--- config.mk ---
export PLATFORM = sky130hd
export DESIGN_NAME = operand_fetch
export DESIGN_NICKNAME = d
export VERILOG_FILES = /design/src/rtl/cpu_pkg.sv /design/src/rtl/regfile_8x16.sv /design/src/rtl/operand_fetch.sv
export SDC_FILE = /design/constraint.sdc
export NUM_CORES = 1
export LEC_CHECK = 0
export CORE_ASPECT_RATIO = 0.7
export CORE_UTILIZATION = 40
export DETAILED_ROUTE_END_ITERATION = 8
export GPL_ROUTABILITY_DRIVEN = 0
export PLACE_DENSITY = 0.69
export REMOVE_ABC_BUFFERS = 1
export SLEW_MARGIN = 20
export SYNTH_ARGS = -nofsm -noshare
export SYNTH_HDL_FRONTEND = slang
export SYNTH_SLANG_ARGS = --single-unit
--- constraint.sdc ---
create_clock -name clk -period 8.3 [get_ports clk]
set_input_delay 1.66 -clock clk [delete_from_list [all_inputs] [get_ports clk]]
set_output_delay 1.66 -clock clk [all_outputs]
set_load 0.01 [all_outputs]
--- src/rtl/cpu_pkg.sv ---
// cpu_pkg: shared definitions for the 16-bit CPU pipeline.
// Holds the instruction field positions, opcode constants, decode helpers
// and the operand-fetch -> ALU payload struct. The ALU and later stages
// use this package as well.
package cpu_pkg;

  localparam int WIDTH = 16;
  localparam int NREGS = 8;
  localparam int RA_W  = 3;

  // Instruction field positions
  localparam int OP_HI   = 15;
  localparam int OP_LO   = 12;
  localparam int TYPE_B  = 11;
  localparam int RD_HI   = 10;
  localparam int RD_LO   = 8;
  localparam int RS_HI   = 7;
  localparam int RS_LO   = 5;
  localparam int RM_HI   = 4;
  localparam int RM_LO   = 2;
  localparam int IMM_HI  = 4;
  localparam int IMM_LO  = 0;

  // Opcodes; R/I variants share an opcode and differ only in the type bit
  localparam logic [3:0] OP_NOP = 4'b0000;
  localparam logic [3:0] OP_ADD = 4'b0100;
  localparam logic [3:0] OP_SUB = 4'b0101;
  localparam logic [3:0] OP_MAS = 4'b0110;
  localparam logic [3:0] OP_LSL = 4'b1100;
  localparam logic [3:0] OP_LSR = 4'b1101;

  localparam logic TYPE_R = 1'b0;
  localparam logic TYPE_I = 1'b1;

  // Payload handed to the ALU
  typedef struct packed {
    logic [WIDTH-1:0] instr;
    logic [WIDTH-1:0] rddata;
    logic [WIDTH-1:0] rsdata;
    logic [WIDTH-1:0] rmdata;
    logic [WIDTH-1:0] n;
  } fetch_t;

  function automatic logic [3:0] opcode_of(input logic [WIDTH-1:0] instr);
    return instr[OP_HI:OP_LO];
  endfunction

  function automatic logic is_itype(input logic [WIDTH-1:0] instr);
    return instr[TYPE_B] == TYPE_I;
  endfunction

  function automatic logic [RA_W-1:0] rd_of(input logic [WIDTH-1:0] instr);
    return instr[RD_HI:RD_LO];
  endfunction

  function automatic logic [RA_W-1:0] rs_of(input logic [WIDTH-1:0] instr);
    return instr[RS_HI:RS_LO];
  endfunction

  function automatic logic [RA_W-1:0] rm_of(input logic [WIDTH-1:0] instr);
    return instr[RM_HI:RM_LO];
  endfunction

  // Zero-extended 5-bit immediate for I-type, zero for R-type
  function automatic logic [WIDTH-1:0] imm_of(input logic [WIDTH-1:0] instr);
    logic [WIDTH-1:0] n;
    n = '0;
    if (is_itype(instr)) n[IMM_HI:IMM_LO] = instr[IMM_HI:IMM_LO];
    return n;
  endfunction

  // Writers are the 01xx and 11xx opcode groups
  function automatic logic is_writer(input logic [WIDTH-1:0] instr);
    return instr[OP_LO+2];
  endfunction

  // MAS accumulates into Rd, so Rd is also a source
  function automatic logic reads_rd(input logic [WIDTH-1:0] instr);
    return opcode_of(instr) == OP_MAS;
  endfunction

  // Rm is a source only for R-type writers
  function automatic logic uses_rm(input logic [WIDTH-1:0] instr);
    return is_writer(instr) && !is_itype(instr);
  endfunction

endpackage

--- src/rtl/regfile_8x16.sv ---
// regfile_8x16: register file for the operand-fetch stage.
// Ports:
//   clk, reset       - clock, asynchronous active-high reset (clears all regs)
//   wen/waddr/wdata  - synchronous write port
//   raddr[NRP]       - read indices, packed per read port
//   rdata[NRP]       - combinational read data; a same-cycle write to the
//                      read index is forwarded (write-through bypass)
module regfile_8x16
  import cpu_pkg::*;
#(
  parameter int NREGS = 8,
  parameter int WIDTH = 16,
  parameter int NRP   = 3,
  parameter int AW    = $clog2(NREGS)
) (
  input  logic                      clk,
  input  logic                      reset,
  input  logic                      wen,
  input  logic [AW-1:0]             waddr,
  input  logic [WIDTH-1:0]          wdata,
  input  logic [NRP-1:0][AW-1:0]    raddr,
  output logic [NRP-1:0][WIDTH-1:0] rdata
);

  logic [NREGS-1:0][WIDTH-1:0] mem;

  always_ff @(posedge clk or posedge reset) begin
    if (reset)    mem        <= '0;
    else if (wen) mem[waddr] <= wdata;
  end

  for (genvar rp = 0; rp < NRP; rp++) begin : g_rd
    assign rdata[rp] = (wen && waddr == raddr[rp]) ? wdata : mem[raddr[rp]];
  end

endmodule

--- src/rtl/operand_fetch.sv ---
// operand_fetch: operand-fetch stage in front of the combinational ALU.
// Decodes Rd/Rs/Rm/N, reads operands from the register file, tracks
// outstanding writes in a per-register busy scoreboard and holds one
// instruction in an output buffer.
// Ports:
//   clk, reset                     - clock, asynchronous active-high reset
//   in_valid/in_ready/in_instr     - instruction input handshake
//   wb_en/wb_addr/wb_data          - writeback from the ALU result path
//   out_valid/out_ready            - output buffer handshake
//   out_instr, out_rddata, out_rsdata, out_rmdata, out_n - buffered payload
//   busy                           - scoreboard bits (debug/verification)
module operand_fetch
  import cpu_pkg::*;
#(
  parameter int NREGS = 8,
  parameter int WIDTH = 16
) (
  input  logic             clk,
  input  logic             reset,
  input  logic             in_valid,
  output logic             in_ready,
  input  logic [WIDTH-1:0] in_instr,
  input  logic             wb_en,
  input  logic [2:0]       wb_addr,
  input  logic [WIDTH-1:0] wb_data,
  output logic             out_valid,
  input  logic             out_ready,
  output logic [WIDTH-1:0] out_instr,
  output logic [WIDTH-1:0] out_rddata,
  output logic [WIDTH-1:0] out_rsdata,
  output logic [WIDTH-1:0] out_rmdata,
  output logic [WIDTH-1:0] out_n,
  output logic [NREGS-1:0] busy
);

  localparam int AW = 3;
  localparam logic [NREGS-1:0] ONE_HOT0 = {{(NREGS-1){1'b0}}, 1'b1};

  // Decode
  logic [AW-1:0] rd, rs, rm;
  logic          writer;
  assign rd     = rd_of(in_instr);
  assign rs     = rs_of(in_instr);
  assign rm     = rm_of(in_instr);
  assign writer = is_writer(in_instr);

  // Operand read: port 0 = Rd, 1 = Rs, 2 = Rm
  logic [2:0][AW-1:0]    raddr;
  logic [2:0][WIDTH-1:0] rdata;
  assign raddr = {rm, rs, rd};

  regfile_8x16 #(.NREGS(NREGS), .WIDTH(WIDTH), .NRP(3), .AW(AW)) u_rf (
    .clk   (clk),
    .reset (reset),
    .wen   (wb_en),
    .waddr (wb_addr),
    .wdata (wb_data),
    .raddr (raddr),
    .rdata (rdata)
  );

  // Scoreboard. A writeback landing this cycle un-busies its register for
  // the hazard check because the read port forwards wb_data.
  logic [NREGS-1:0] busy_q, wb_clr, iss_set, eff_busy;
  logic             hazard, accept;

  assign wb_clr   = wb_en ? (ONE_HOT0 << wb_addr) : '0;
  assign eff_busy = busy_q & ~wb_clr;

  // The destination is checked for every writer, which also covers the
  // MAS read of Rd; reads_rd is kept explicit so the source set is visible.
  assign hazard = (writer && (eff_busy[rs] || eff_busy[rd] ||
                              (uses_rm(in_instr) && eff_busy[rm]))) ||
                  (reads_rd(in_instr) && eff_busy[rd]);

  // Combinational on in_instr by design: the hazard depends on the word
  assign in_ready = (!out_valid || out_ready) && !hazard;
  assign accept   = in_valid && in_ready;
  assign iss_set  = (accept && writer) ? (ONE_HOT0 << rd) : '0;

  // Set after clear so an issue wins over a same-cycle writeback
  always_ff @(posedge clk or posedge reset) begin
    if (reset) busy_q <= '0;
    else       busy_q <= (busy_q & ~wb_clr) | iss_set;
  end

  // Output buffer; vld_pipe[0] is the accept strobe, vld_pipe[1] the held
  // buffer valid, which drops only when consumed without a replacement.
  logic [1:0] vld_pipe;
  fetch_t     ob_q;
  assign vld_pipe[0] = accept;

  always_ff @(posedge clk or posedge reset) begin
    if (reset) begin
      vld_pipe[1] <= 1'b0;
      ob_q        <= '0;
    end else begin
      vld_pipe[1] <= vld_pipe[0] || (vld_pipe[1] && !out_ready);
      if (accept) begin
        ob_q.instr  <= in_instr;
        ob_q.rddata <= rdata[0];
        ob_q.rsdata <= rdata[1];
        ob_q.rmdata <= rdata[2];
        ob_q.n      <= imm_of(in_instr);
      end
    end
  end

  assign out_valid  = vld_pipe[1];
  assign out_instr  = ob_q.instr;
  assign out_rddata = ob_q.rddata;
  assign out_rsdata = ob_q.rsdata;
  assign out_rmdata = ob_q.rmdata;
  assign out_n      = ob_q.n;
  assign busy       = busy_q;

endmodule

==> flow_metrics.tcl <==
set metrics [dict create \
    yosysUniqueCellTypes 50 \
    worst_pin_slew_ns 0.9329 \
    synth_edf_count 0 \
    hold_buffers 0 \
    arrival_ns 5.21 \
    grt-ovfl-total 0 \
    crit_path_end "in_ready" \
    slowest_delay_ns 0.82 \
    combPwrFrac_pct 29.4 \
    min_period_over_period_pct 82.82 \
    die_w_um 204.8 \
    wl_per_cell_um 22.35 \
    antenna_found_initial 0 \
    grt_pass1_vias 8044 \
    final_layout_size_suffix_gt1_share_pct 32.49 \
    nets 1015 \
    status "complete, no violations" \
    r2r_cells 7 \
    io_buffers 118 \
    finalWirelength_um 30440 \
    area_delta_synth_final_pct 18.82 \
    dr.pass1.iters 5 \
    report.final.slew_viol_count 0 \
    synthTopCellsByArea "dfrtp_1 (45%), mux4_2 (19%), mux2_2 (13%)" \
    dieArea_mm2 0.02949 \
    insertion_delay_ns 0.51 \
    min_period_ns 6.874 \
    post-route-util_pct 48.75 \
    ant_nets 0 \
    cp.required_ns 6.64 \
    grt_pass1_wl_um 47890 \
    synth-compound-area-share_pct 7.255 \
    fmax_mhz 145.5 \
    drt_iter0_drc 661 \
    synthArstFlopShare_pct 100.0 \
    power.share.switching_pct 29.32 \
    path_max_fanout 17 \
    cp-start-kind "primary input" \
    ioPinCount 130 \
    dp_hpwl_um 18750 \
    synthCells 903 \
    rsz0062_at_grt "false" \
    hold_viol_final 0 \
    fp.coreArea_mm2 0.02808 \
    initial_utilization_pct 41.03 \
    power.density_mw_per_mm2 261.2 \
    path_depth 10 \
    cap_viol_max_count 0 \
    cts_buffers 22 \
    slowest_stage "clkdlybuf4s50_1" \
    leakagePower_nw 5.689 \
    ys_seq_elements 206 \
    rows 51 \
    dieHeight_um 144.0 \
    cp_num_buf_inv 3 \
    synthMuxAreaShare_pct 35.98 \
    drt_drc_violations_left 0 \
    fin_tns_setup_ns 0 \
    fin_total_pwr_mw 3.576 \
    slew_headroom_pct 37.81 \
    ctsResizeCount 0 \
    avgSynthCellArea_um2 12.76 \
    vias 7995 \
    p_seq_share_pct 40.9 \
    clockPowerShare_pct 29.7 \
    viasPerCell 5.870 \
    startpoint "wb_addr[1]" \
    synth_top_area_cell "dfrtp_1" \
    htreeDepth 1 \
    hold_class "reg -> reg" \
    crit_chain "clkdlybuf4s50_1 -> nor4bb_4 -> buf_4 -> nor2b_1 -> nor2b_1 -> a2111oi_0 -> a2111oi_2 -> or2_2 -> a21oi_1 -> clkdlybuf4s50_1" \
    diodes 0 \
    clkSlewWorstSetupHoldPaths_ns 0.06 \
    yosys_warnings 0 \
    setup_violations 0 \
    clock_skew_ns 0.01073 \
    reg2reg_slack_ns 5.02 \
    grt_max_degree 144 \
    cts_tree "built" \
    synth_simple_gate_area_share_pct 6.897 \
    synthXorXnorAreaFrac_pct 0.6843 \
    yosysMostFrequentCell "dfrtp_1" \
    synth_top_cells_by_count "dfrtp_1 (206), mux2_2 (131), nand2_1 (125)" \
    critPathKind "in -> out" \
    cts_post_setup_buffers_inserted 0 \
    synth_top_family_by_area "multiplexers" \
    max-vdd-ir-drop_mv 0.1275 \
    cp_top_family "buffers and inverters" \
    synth_flop_cell "dfrtp_1" \
    track_usage_pct 21.11 \
    synth.top_cell.area_share_pct 44.75 \
    nFillCells 2487 \
    end_kind "output pin" \
    synthesis.area_mm2 0.01152 \
    synth_fa_ha_area_share_pct 0 \
    intPower_mw 2.528 \
    regToRegStartpoint "busy[1]$_DFF_PP0_" \
    switchingPower_mw 1.048 \
    ys_seq_area_share_pct 44.75 \
    cts-root-buf "clkbuf_16" \
    rr_endpoint "out_instr[10]$_DFFE_PP0P_" \
    clock_path_buffers 3 \
    clkSinkCount 206 \
]
logic make-up (layout without fill, tap and decap cells):
kind of cell / after synthesis / after routing
AOI/OAI and AO/OA: 132 / 132
xor gates and xnor gates: 9 / 9
buffers and inverters: 108 / 186
DFF: 206 / 206
muxes: 272 / 272
other: 1 / 11
and+or+nand+nor: 175 / 175
per-layer routing:
layer | part of all wire [%] | track usage, % | up-vias | wire (µm)
met5 | 0 | 0 | - | 0
met2 | 46 | 32.52 | 306 | 13950
met1 | 46 | 30.77 | 4122 | 13860
li1 | - | - | 3519 | -
met3 | 6.9 | 4.326 | 48 | 2108
met4 | 1.7 | 4.517 | 0 | 528
worst register-to-register path, cell delays in order (launching register included):
cell and delay (ns):
dfrtp_1 0.37, nor2b_1 0.27, mux2i_1 0.15, a21bo_2 0.27, a2111oi_2 0.45, o31a_2 0.79
buf_4 0.51, mux2_4 0.36
worst min path at each step:
stage	startpoint	to	slack [ns]	depth (start not counted)
floorplan	u_rf.mem[80]$_DFFE_PP0P_	u_rf.mem[80]$_DFFE_PP0P_	0.51	1
global placement	out_instr[14]$_DFFE_PP0P_	out_instr[14]$_DFFE_PP0P_	0.48	1
detailed placement	out_instr[14]$_DFFE_PP0P_	out_instr[14]$_DFFE_PP0P_	0.48	1
CTS	out_instr[14]$_DFFE_PP0P_	out_instr[14]$_DFFE_PP0P_	0.50	1
global route	out_instr[12]$_DFFE_PP0P_	out_instr[12]$_DFFE_PP0P_	0.52	1
finish	out_instr[14]$_DFFE_PP0P_	out_instr[14]$_DFFE_PP0P_	0.49	1
state kept, by name, summed over array words and instances (netlist names):
signal,flops
busy,8
out_rsdata,16
out_rddata,16
out_instr,16
out_rmdata,16
out_n,5
out_valid,1
u_rf.mem,128
power by group through the flow:
| stage | Clock [mW] | Combinational, mW | Sequential, mW |
|---|---|---|---|
| 5_1_grt | 1.13 | 1.14 | 1.50 |
| 2_1_floorplan | 0 | 0.602 | 1.46 |
| 4_1_cts | 1.09 | 1.06 | 1.46 |
| 3_3_place_gp | 0 | 1.04 | 1.46 |
| 6_report | 1.06 | 1.05 | 1.46 |
| 3_5_place_dp | 0 | 1.06 | 1.47 |
cells in the final DEF, fill, tap and decap left out, types with 9 or more instances in the layout:
cell type / netlist / layout
buf_4: 17 / 23
xnor2_1: 9 / 9
mux2i_1: 35 / 35
mux2_2: 131 / 131
clkdlybuf4s50_1: 0 / 112
o22ai_1: 49 / 49
mux4_2: 97 / 97
mux2_4: 9 / 9
dfrtp_1: 206 / 206
o21ai_0: 50 / 50
nand2_1: 125 / 125
nand3_1: 19 / 19
clkbuf_16: 0 / 23
conb_1: 1 / 11
metrics by stage:
| stage | instances | worst slack [ns] | instance area (µm²) | hold WS [ns] |
|---|---|---|---|---|
| detailed placement | 1322 | 1.431 | 12900 | 0.4831 |
| finish | 1362 | 1.426 | 13690 | 0.4870 |
| global placement | 1322 | 1.500 | 12900 | 0.4765 |
| floorplan | 810 | 0.5077 | 11070 | 0.5085 |
| CTS | 1362 | 1.431 | 13680 | 0.4964 |
| global route | 1362 | 1.199 | 13690 | 0.5239 |
area by class of cell:
cell class	count	area (µm²)	area share [%]
well taps	371	464.2	3.391
multi-input cells	599	5934	43.35
flip-flops and latches	206	5155	37.66
repair buffers	141	1324	9.671
inverters	5	31.28	0.2285
clock inverters	13	178.9	1.307
clock buffers	27	600.6	4.388
Power figures use the tool's default switching activity.
